==> src/rtl/wave_sequencer.sv <==
// Playlist sequencer for the 5-bit waveform generator.
// Wave select changes only on period boundaries; up to 4 (wave, reps) segments.
module wave_sequencer #(
    parameter int unsigned SQ_PERIOD  = 20,
    parameter int unsigned SAW_PERIOD = 21,
    parameter int unsigned TRI_PERIOD = 40,
    parameter int unsigned SIL_PERIOD = 20
) (
    input  logic       clk,
    input  logic       rst_n,
    input  logic       cfg_we,
    input  logic [1:0] cfg_addr,
    input  logic [1:0] cfg_wave,
    input  logic [3:0] cfg_reps,
    input  logic       loop_en,
    input  logic       start,
    input  logic       stop,
    output logic [1:0] wave_choise,
    output logic       busy,
    output logic [1:0] seg_idx,
    output logic       period_done,
    output logic       done,
    output logic       cfg_err
);

    typedef enum logic {
        IDLE = 1'b0,
        RUN  = 1'b1
    } state_t;

    state_t     state_q, state_d;
    logic [1:0] wave_q [4];
    logic [3:0] reps_q [4];
    logic [1:0] wsel_q, wsel_d;
    logic [1:0] seg_q, seg_d;
    logic [3:0] rep_q, rep_d;
    logic [5:0] pcnt_q, pcnt_d;
    logic       stop_q, stop_d;
    logic       done_q, done_d;
    logic       err_q, err_d;

    logic [5:0] plast;
    logic       bnd;
    logic [1:0] nxt;
    logic       eol;

    always_comb begin
        plast = 6'(SIL_PERIOD - 1);
        unique case (wsel_q)
            2'b00: plast = 6'(SQ_PERIOD - 1);
            2'b01: plast = 6'(SAW_PERIOD - 1);
            2'b10: plast = 6'(TRI_PERIOD - 1);
            2'b11: plast = 6'(SIL_PERIOD - 1);
        endcase
    end

    assign bnd = (state_q == RUN) && (pcnt_q == plast);
    assign nxt = seg_q + 2'd1;
    // Index wrap past entry 3 counts as end-of-list.
    assign eol = (seg_q == 2'd3) || (reps_q[nxt] == 4'd0);

    always_comb begin
        state_d = state_q;
        wsel_d  = wsel_q;
        seg_d   = seg_q;
        rep_d   = rep_q;
        pcnt_d  = pcnt_q;
        stop_d  = stop_q;
        done_d  = 1'b0;
        err_d   = cfg_we && (state_q == RUN);
        unique case (state_q)
            IDLE: begin
                wsel_d = 2'b11;
                stop_d = 1'b0;
                if (start) begin
                    if (reps_q[0] == 4'd0) begin
                        done_d = 1'b1;
                    end else begin
                        state_d = RUN;
                        wsel_d  = wave_q[0];
                        seg_d   = 2'd0;
                        rep_d   = reps_q[0];
                        pcnt_d  = 6'd0;
                    end
                end
            end
            RUN: begin
                pcnt_d = pcnt_q + 6'd1;
                if (!bnd && stop) begin
                    stop_d = 1'b1;
                end
                if (bnd) begin
                    pcnt_d = 6'd0;
                    rep_d  = rep_q - 4'd1;
                    if (stop_q || stop) begin
                        state_d = IDLE;
                        wsel_d  = 2'b11;
                        done_d  = 1'b1;
                        stop_d  = 1'b0;
                    end else if (rep_q == 4'd1) begin
                        if (!eol) begin
                            wsel_d = wave_q[nxt];
                            seg_d  = nxt;
                            rep_d  = reps_q[nxt];
                        end else if (loop_en && reps_q[0] != 4'd0) begin
                            wsel_d = wave_q[0];
                            seg_d  = 2'd0;
                            rep_d  = reps_q[0];
                        end else begin
                            state_d = IDLE;
                            wsel_d  = 2'b11;
                            done_d  = 1'b1;
                        end
                    end
                end
            end
        endcase
    end

    always_ff @(posedge clk or negedge rst_n) begin
        if (!rst_n) begin
            state_q <= IDLE;
            wsel_q  <= 2'b11;
            seg_q   <= 2'd0;
            rep_q   <= 4'd0;
            pcnt_q  <= 6'd0;
            stop_q  <= 1'b0;
            done_q  <= 1'b0;
            err_q   <= 1'b0;
        end else begin
            state_q <= state_d;
            wsel_q  <= wsel_d;
            seg_q   <= seg_d;
            rep_q   <= rep_d;
            pcnt_q  <= pcnt_d;
            stop_q  <= stop_d;
            done_q  <= done_d;
            err_q   <= err_d;
        end
    end

    always_ff @(posedge clk or negedge rst_n) begin
        if (!rst_n) begin
            for (int i = 0; i < 4; i++) begin
                wave_q[i] <= 2'b11;
                reps_q[i] <= 4'd0;
            end
        end else if (cfg_we && state_q == IDLE) begin
            wave_q[cfg_addr] <= cfg_wave;
            reps_q[cfg_addr] <= cfg_reps;
        end
    end

    assign wave_choise = wsel_q;
    assign busy        = (state_q == RUN);
    assign seg_idx     = seg_q;
    assign period_done = bnd;
    assign done        = done_q;
    assign cfg_err     = err_q;

endmodule

==> config.mk <==
export PLATFORM = sky130hd
export DESIGN_NAME = wave_sequencer
export DESIGN_NICKNAME = d
export VERILOG_FILES = /design/src/rtl/wave_sequencer.sv
export SDC_FILE = /design/constraint.sdc
export NUM_CORES = 1
export LEC_CHECK = 0
export CAP_MARGIN = 20
export CORE_MARGIN = 4
export CORE_UTILIZATION = 55
export DETAILED_ROUTE_END_ITERATION = 8
export GPL_ROUTABILITY_DRIVEN = 0
export GPL_TIMING_DRIVEN = 0
export PLACE_DENSITY = 0.77
export SYNTH_ARGS = -nofsm -noshare
export SYNTH_HDL_FRONTEND = slang
export SYNTH_SLANG_ARGS = --single-unit
export TNS_END_PERCENT = 20
==> constraint.sdc <==
create_clock -name clk -period 7.5 [get_ports clk]
set_input_delay 1.5 -clock clk [delete_from_list [all_inputs] [get_ports clk]]
set_output_delay 1.5 -clock clk [all_outputs]
set_load 0.01 [all_outputs]
* Yosys cells after proc, flatten, opt, wreduce, memory -nomap -nowiden *
Index checks and enable logic that the tools add are counted.

word-level totals
  register bits after elaboration = 42
  output and inout bits = 8

operators by class
  add/subtract/negate cells = 3
  $lt $le $gt $ge = 3
  eq/ne operators = 13
  multiplexer cells = 61
  bitwise operators = 3
  reduce and logical (&&, ||, !) cells = 18

operators with widths
  kind                                                           count
  4-bit 2-to-1 mux                                               10
  2-bit 2-to-1 mux                                               17
  6-bit 2-to-1 mux                                               3
  6-bit case mux with 3 select lines                             1
  1-bit 2-to-1 mux                                               17
  16-bit bitwise mux                                             1
  6-bit case mux with 2 select lines                             1
  4-bit binary-select mux with 2-bit select                      1
  8-bit bitwise mux                                              1
  4-bit demux with 2-bit select                                  1
  4-bit logical NOT                                              2
  2-bit case mux with 2 select lines                             2
  4-bit case mux with 2 select lines                             1
  6-bit by 1-bit adder with 6-bit output, second input constant  1
  2-bit equality test, second input constant                     3
  6-bit equality test                                            1
  3-bit greater-or-equal comparator, second input constant       2
  1-bit logical AND                                              6
  2-bit inequality test, second input constant                   3
  2-bit NOT with 3-bit output                                    2
  1-bit case mux with 2 select lines                             3
  6-bit AND reduction                                            1
  2-bit binary-select mux with 2-bit select                      1
  2-bit demux with 2-bit select                                  1
  16 further kinds                                               19

* Logic depth before layout (Yosys ltp) *
Gate-level depths: netlist (run 1).

  depth after elaboration = 12
  depth in mapped cells = 8
  mapped depth without buffers = 7

* Least setup slack after synthesis (run 1) *
Ideal clock, no wire load.

  kind = register to output
  start = register wsel_q[0] (netlist: wave_choise[0])
  end = output period_done
  data arrival time = 1731 ps
  required time = 6000 ps
  slack = 4269 ps
  cell stages (with the launch flop) = 5
  cells stage by stage = dfstp_2 -> ha_1 -> or3b_2 -> a211o_1 -> nor2_1

between the ends
  longest elaborated chain between the ends = 5
  elaborated cells on any way between the ends = 8
  classes of those cells = eq/ne (4); mux (1); reduce/logical (3)

ends and longest elaborated chain
  what                                                             RTL line  RTL
  start, declared                                                  34        logic [1:0] wsel_q, wsel_d;
  start signal, assigned                                           132       wsel_q <= wsel_d;
  2-bit equality test / 2-bit logical NOT (equally long branches)  49        unique case (wsel_q)
  2-bit OR reduction (no line)                                     -
  6-bit case mux with 3 select lines (*)                           49
  6-bit equality test (*)                                          57        assign bnd = (state_q == RUN) && (pcnt_q == plast);
  1-bit logical AND (*)                                            57
  end, declared                                                    21        output logic period_done,

Mark *: on every way between the ends. The rest lies on a longest branch, timed or not. The select of a mux whose other input is x is not followed.

* Worst setup path after layout (run 1) *
Ends and elaborated chain as after synthesis.

==> results.md, run 1 <==
- Most used DFF post-synth: sky130_fd_sc_hd__dfrtp_1
- Max Cap Viol: 0
- Final-report max-slew violation count: 0
- Element type at the critical path end: output pin
- Remaining antenna violation count: 0
- Number of placement rows: 23
- Number of buffers added for setup after CTS: 0
- Clock tree from TritonCTS: yes
- Setup Total Neg Slack: 0 ns
- Cell area after technology mapping: 2370 um2
- Most area-consuming cells after synthesis: sky130_fd_sc_hd__dfrtp_1 34%, sky130_fd_sc_hd__dfstp_2 11%, sky130_fd_sc_hd__mux2_2 11%, sky130_fd_sc_hd__mux4_2 3.8%, sky130_fd_sc_hd__ha_1 3.2%
- DP HPWL: 3800 um
- Met3 wire length: 226 um
- Clock root cell: sky130_fd_sc_hd__clkbuf_8
- FMAX: 240 MHz
- Number of synthesized register bits: 42
- Clock tree buffer depth: 2
- Die Outline Area: 5420 um2
- Peak per-stage delay on the critical path: 0.60 ns
- Final cell area excluding filler cells: 2750 um2
- Top-level port count: 22
- Die H: 73.6 um
- Count of hold-fix buffers inserted at cts: 0
- Area grow syn2layout: 16.2%
- Number of distinct library cells after synthesis: 55
- CP startpoint kind: flop
- Met2 WL: 2520 um
- Number of sinks handled by clock tree synthesis: 42
- Fraction of synthesized cell area taken by the top area cell type: 33.8%
- Worst Reg2Reg Path Length in Cells: 6
- Core utilization of the finished layout: 67.3%
- Footprint of the multi-input gates: 1230 um2
- Final hold viol count: 0
- Die width: 73.6 um
- Depth of the CTS H-tree: 2
- Count of antenna diodes in the layout: 0
- Detailed-route vias per instance: 6.24
- GRT Util Overall: 20.9%
- Number of cells in the finished layout apart from fillers: 291
- Number of detailed-route iterations in the first pass: 4
- Transition time at the pin with the least slew margin: 1.03 ns
- Via count: 1,817
- Post-synth top area cell: sky130_fd_sc_hd__dfrtp_1
- Class of the tightest hold or removal check: flop to flop
- Share of final-layout standard cells stronger than drive strength 1: 23.2%
- Remaining max-slew budget at the tightest pin: 31.4%
- Slowest library cell on the worst path: sky130_fd_sc_hd__clkdlybuf4s50_1
- Highest signal layer in the routed design: met4
- Largest net degree at the start of global routing: 31
- Leakage power: 0.00113 uW
- Total power draw: 883 uW
- Peak supply drop: 0.000193 V
- Number of buffers inserted by port buffering: 21
- Type of the worst setup path: flop to output pin
- Portion of the post-synthesis area used by sequential elements: 44.9%
- Yosys warning count: 0
- Highest fanout seen on the critical path: 4
- Remaining design rule violation count: 0
- Resize count post-CTS: 0
- Net total in the final layout: 260
- Standard cell core area: 4090 um2
- Area used by sequential logic in the layout: 1060 um2
- Final Skew: 0.00466 ns
- Filler Cells Inserted: 324
- Setup violation total in the final timing report: 0
- Synth Net Count: 231
- Required time reported for the critical path endpoint: 6.00 ns
- Via count of the first global-routing pass: 1,808
- Total congestion overflow after global routing: 0
- Endpoint arrival time on the critical path: 2.67 ns
- Final routed wirelength across all metal layers: 5060 um
- Worst hold path cell count: 2
- Total power divided by cell area: 321 nW/um2
- First-pass GRT wire length: 8720 um
- Unrepaired setup endpoints after global routing: false
- Post-route minimum period: 4.17 ns
- EDFF count, synth: 0
- Clock edge transition at the registers on the reported setup and hold paths: 0.08 ns
- Series of cell instances along the critical path: ha_1 -> or3b_2 -> a211o_1 -> nor2_1 -> clkdlybuf4s50_1
- Num CTS Buffers: 5
- Outcome: finished clean
- Post-Syn Area per Cell: 11.2 um2
- Number of antenna violations at the first check in global routing: 0
- Share of the cycle needed by the critical path after routing: 55.7%
- Cell area after placement: 2660 um2
- Met1 routed wirelength after detailed routing: 2230 um
- Post-Synthesis Cells: 211
- Routed wirelength normalized by instance count: 17.4 um
- Insertion delay to the later sink of the worst-skew pair: 0.29 ns
- 1st-iter DRT viols: 163
- Share of flip-flops with an asynchronous set or reset: 100%
- Cells after DPL: 283
- Initial cell density of the core: 58.0%
routing by layer:
| metal | up-vias | GRT usage (%) |
|---|---|---|
| met5 | - | 0 |
| met3 | 13 | 3.83 |
| met2 | 52 | 34.8 |
| met4 | 0 | 7.24 |
| met1 | 898 | 27.4 |
| li1 | 854 | - |
flip-flops by register name, summed over array words and instances (netlist names), 2 cells and up:
register     cells
pcnt_q           6
rep_q            4
reps_q          16
seg_idx          2
wave_choise      2
wave_q           8
final timing paths:
kind	slack (ns)	from	end
worst max-delay path	3.33	wave_choise[0]	period_done
worst min-delay path	0.51	wave_choise[0]	wave_choise[0]
worst max register to register	4.81	wave_choise[0]	rep_q[0]
worst min register to register	0.51	wave_choise[0]	wave_choise[0]
max in group asynchronous	5.88	rst_n	wave_q[6]
min in group asynchronous	1.09	rst_n	stop_q
layout by cell type, fill, tap and decap left out, types with 4 or more instances in the layout:
cell                              netlist  routed
sky130_fd_sc_hd__dfrtp_1               32      32
sky130_fd_sc_hd__mux2_2                23      23
sky130_fd_sc_hd__clkdlybuf4s50_1        0      20
sky130_fd_sc_hd__o21ai_0               14      14
sky130_fd_sc_hd__nor2_1                11      11
sky130_fd_sc_hd__nand2_1               11      11
sky130_fd_sc_hd__dfstp_2               10      10
sky130_fd_sc_hd__inv_1                  9       9
sky130_fd_sc_hd__a21oi_1                7       7
sky130_fd_sc_hd__nand3_1                6       6
sky130_fd_sc_hd__ha_1                   6       6
sky130_fd_sc_hd__clkbuf_8               0       6
sky130_fd_sc_hd__nand2b_1               5       5
sky130_fd_sc_hd__nor3b_1                4       4
sky130_fd_sc_hd__clkbuf_1               4       4
sky130_fd_sc_hd__mux4_2                 4       4
sky130_fd_sc_hd__o21ai_1                4       4
sky130_fd_sc_hd__nor3_1                 4       4
metrics by stage:
step | hold WS (ns) | setup WS, ns
after floorplan | 0.475 | 4.27
after global placement | 0.486 | 3.69
after detailed placement | 0.493 | 3.65
after CTS | 0.512 | 3.31
after global routing | 0.516 | 3.26
final | 0.510 | 3.33
layout make-up:
cell class	count	area share (%)
inverters	9	1.23
repair buffers	22	8.19
clock inverters	2	0.455
plain buffers	6	1.36
multi-input cells	154	44.8
flip-flops and latches	42	38.7
clock buffers	6	3.00
well taps	50	2.27
kinds of logic after synthesis:
logic type	after synthesis	synth area share, %
XOR/XNOR	3	1.11
AND/OR/NAND/NOR	60	13.8
buffers and inverters	15	3.01
multiplexers	32	18.3
flip-flops	42	44.9
AO/OA/AOI/OAI	53	15.7
adder cells (fa/ha/maj)	6	3.17
power breakdown:
group          internal, uW  leakage, uW  switching, uW  total [uW]
sequential              305     0.000501           66.9         371
combinational           183     0.000586            176         359
clock                  74.0    0.0000472           78.3         152
synth_stat cells, types with 2 or more instances:
library cell and n:
sky130_fd_sc_hd__a211oi_1 2, sky130_fd_sc_hd__a21oi_1 7, sky130_fd_sc_hd__a41oi_1 2, sky130_fd_sc_hd__and2_1 3
sky130_fd_sc_hd__and3_1 2, sky130_fd_sc_hd__buf_6 2, sky130_fd_sc_hd__clkbuf_1 4, sky130_fd_sc_hd__dfrtp_1 32
sky130_fd_sc_hd__dfstp_2 10, sky130_fd_sc_hd__ha_1 6, sky130_fd_sc_hd__inv_1 9, sky130_fd_sc_hd__mux2_1 2
sky130_fd_sc_hd__mux2_2 23, sky130_fd_sc_hd__mux4_1 2, sky130_fd_sc_hd__mux4_2 4, sky130_fd_sc_hd__nand2_1 11
sky130_fd_sc_hd__nand2b_1 5, sky130_fd_sc_hd__nand3_1 6, sky130_fd_sc_hd__nand3b_1 2, sky130_fd_sc_hd__nor2_1 11
sky130_fd_sc_hd__nor2b_1 2, sky130_fd_sc_hd__nor3_1 4, sky130_fd_sc_hd__nor3b_1 4, sky130_fd_sc_hd__o211ai_1 2
sky130_fd_sc_hd__o21ai_0 14, sky130_fd_sc_hd__o21ai_1 4, sky130_fd_sc_hd__o31ai_1 2, sky130_fd_sc_hd__o41a_1 2
sky130_fd_sc_hd__o41ai_1 2, sky130_fd_sc_hd__or3_1 2, sky130_fd_sc_hd__or3b_2 3, sky130_fd_sc_hd__xor2_1 2
worst max-delay path: cells and delay by family (launching register included):
kind,cells,cell delay [ns]
DFF,1,0.56
adders and majority gates,1,0.16
AOI/OAI and AO/OA,1,0.35
buffers and inverters,1,0.60
and+or+nand+nor,2,0.72
Note: power is estimated with default switching activity, not from simulation.
==> inputs of run 2 (changes only) <==
- CORE_UTILIZATION: 55 -> 51
- PLACE_DENSITY: 0.77 -> 0.75
- clock period: 7.5 -> 3.8 ns (I/O delays scaled with it)
==> run 2 against run 1 <==
Against the previous run: combinational power increased by 95%; largest cell class unchanged; cell count increased by 0.69%; sequential power increased by 97%; highest routed layer unchanged; worst hold slack got worse by 0.15 ns; final area increased by 0.64%; register-to-register slack got worse by 3.7 ns; non-clock buffer count unchanged; clock skew about the same; wire length decreased by 2.9%; critical path depth unchanged.
==> results.md, run 2 (synthesized netlist as in run 1, its figures left out) <==
- CP startpoint kind: flop
- Resize count post-CTS: 0 (unchanged)
- Worst R2R Start: seg_idx[1]
- Post-route minimum period: 3.41 ns
- Post-route worst setup slack: 0.389 ns (-2.94 ns)
- 1st-iter DRT viols: 133 (-18%)
- Outcome: finished clean
- Via count of the first global-routing pass: 1,800 (-0.44%)
- Number of buffers inserted by port buffering: 21 (unchanged)
- Net total in the final layout: 260 (unchanged)
- Depth of the CTS H-tree: 2 (unchanged)
- Element type at the critical path end: output pin
- Unrepaired setup endpoints after global routing: false
- Num CTS Buffers: 5 (unchanged)
- Met3 wire length: 245 um (+8.4%)
- Total power divided by cell area: 645 nW/um2 (+100%)
- Core utilization of the finished layout: 62.7% (-4.6 points)
- Final routed wirelength across all metal layers: 4920 um (-2.9%)
- Total power draw: 1790 uW (+100%)
- Highest fanout seen on the critical path: 4 (unchanged)
- Met1 routed wirelength after detailed routing: 2190 um (-1.9%)
- Most frequent cells in the layout: 32 x sky130_fd_sc_hd__dfrtp_1, 23 x sky130_fd_sc_hd__mux2_2, 20 x sky130_fd_sc_hd__clkdlybuf4s50_1
- Routed wirelength normalized by instance count: 16.8 um (-3.6%)
- Register-to-register path setup slack: 1.14 ns (-3.67 ns)
- Type of the worst setup path: flop to output pin
- Area grow syn2layout: 16.9%
- Clock tree buffer depth: 2 (unchanged)
- Cells after DPL: 285 (+0.71%)
- Initial cell density of the core: 53.7% (-4.3 points)
- Required time reported for the critical path endpoint: 3.04 ns (-2.96 ns)
- Remaining design rule violation count: 0 (unchanged)
- First-pass GRT wire length: 8670 um (-0.63%)
- Endpoint arrival time on the critical path: 2.65 ns (-0.02 ns)
- FMAX: 293 MHz
- Class of the tightest hold or removal check: primary input to async pin
- Share of final-layout standard cells stronger than drive strength 1: 22.8% (-0.41 points)
- Remaining max-slew budget at the tightest pin: 29.2% (-2.2 points)
- Max Cap Viol: 0 (unchanged)
- Leakage power: 0.00114 uW (+0.37%)
- Commonest non-fill, non-tap cell in the layout: sky130_fd_sc_hd__dfrtp_1
- Filler Cells Inserted: 346 (+6.8%)
- Number of antenna violations at the first check in global routing: 0 (unchanged)
- Clock tree from TritonCTS: yes
- Standard cell core area: 4410 um2 (+8.0%)
- Worst Reg2Reg Path Length in Cells: 8 (+2)
- Insertion delay to the later sink of the worst-skew pair: 0.29 ns (about the same)
- Highest signal layer in the routed design: met4
- Die width: 76.2 um (+3.4%)
- Peak supply drop: 0.000402 V (+110%)
- Top Registers: reps_q x16, wave_q x8, pcnt_q x6
- Clock edge transition at the registers on the reported setup and hold paths: 0.08 ns (about the same)
- Remaining antenna violation count: 0 (unchanged)
- Max FFs per register: 16 (unchanged)
- Via count: 1,771 (-2.5%)
- Setup violation total in the final timing report: 0 (unchanged)
- Count of hold-fix buffers inserted at cts: 0 (unchanged)
- Total congestion overflow after global routing: 0 (unchanged)
- DP HPWL: 3740 um (-1.6%)
- Count of antenna diodes in the layout: 0 (unchanged)
- Largest net degree at the start of global routing: 30 (-3.2%)
- Clock root cell: sky130_fd_sc_hd__clkbuf_8
- Die H: 76.2 um (+3.4%)
- Number of cells in the finished layout apart from fillers: 293 (+0.69%)
- Largest Register: reps_q
- Met2 WL: 2400 um (-4.7%)
- Worst reg2reg path endpoint: rep_q[2]
- Number of sinks handled by clock tree synthesis: 42 (unchanged)
- Setup Total Neg Slack: 0 ns (unchanged)
- Final-report max-slew violation count: 0 (unchanged)
- Die Outline Area: 5800 um2 (+7.0%)
- GRT Util Overall: 18.2% (-2.8 points)
- Top-level port count: 22 (unchanged)
- Transition time at the pin with the least slew margin: 1.06 ns (+0.0328 ns)
- Detailed-route vias per instance: 6.04 (-3.2%)
- Number of buffers added for setup after CTS: 0 (unchanged)
- Final hold viol count: 0 (unchanged)
- Number of detailed-route iterations in the first pass: 4 (unchanged)
- Number of placement rows: 24 (+4.3%)
- Final Skew: 0.00430 ns (-0.000352 ns)
- Pre-CTS setup slack: 0.711 ns (-2.94 ns)
- Share of the cycle needed by the critical path after routing: 89.8%
-- run 2: cell count changes in the layout (fill, tap and decap cells not counted), sizes merged --
cell | previous run | this run
bufinv | 0 | 1
clkinv | 1 | 0
-- run 2: stage by stage --
stage                     hold WS [ns]  cell area [um2]
after CTS                        0.365             2770
after floorplan                  0.464             2370
after global routing             0.383             2770
after detailed placement         0.497             2660
final                            0.358             2770
after global placement           0.483             2640
-- run 2: critical path: stages (launching register included) --
cell and delay (ns):
sky130_fd_sc_hd__dfstp_2 0.56, sky130_fd_sc_hd__ha_1 0.16, sky130_fd_sc_hd__or3b_2 0.47, sky130_fd_sc_hd__a211o_1 0.35
sky130_fd_sc_hd__nor2_1 0.24, sky130_fd_sc_hd__clkdlybuf4s50_1 0.59
-- run 2: worst max path at each step --
stage / to / slack, ns / start / depth (start not counted)
2_1_floorplan: rep_q[2] / 1.29 / seg_idx[0] / 8
4_1_cts: period_done / 0.37 / wave_choise[0] / 5
5_1_grt: period_done / 0.27 / wave_choise[0] / 5
3_3_place_gp: period_done / 0.74 / wave_choise[0] / 5
3_5_place_dp: period_done / 0.71 / wave_choise[0] / 5
6_report: period_done / 0.39 / wave_choise[0] / 5
-- run 2: cell type report --
| class | instances | area, um2 | area share (%) |
|---|---|---|---|
| Inverter | 9 | 33.8 | 1.22 |
| Clock buffer | 6 | 72.6 | 2.62 |
| Tap cell | 52 | 65.1 | 2.35 |
| Timing Repair Buffer | 22 | 225 | 8.13 |
| Multi-Input combinational cell | 154 | 1230 | 44.6 |
| Buffer | 6 | 37.5 | 1.36 |
| Clock inverter | 2 | 37.5 | 1.36 |
| Sequential cell | 42 | 1060 | 38.4 |
-- run 2: metal layers --
layer	GRT usage, %	up-vias
li1	-	855
met4	6.99	0
met2	28.4	46
met3	3.66	9
met5	0	-
met1	24.8	861
-- run 2: where the power goes --
part | total (uW) | switching [uW] | internal, uW
combinational | 700 | 339 | 361
clock | 354 | 158 | 196
sequential | 732 | 131 | 601
total | 1790 | 628 | 1160
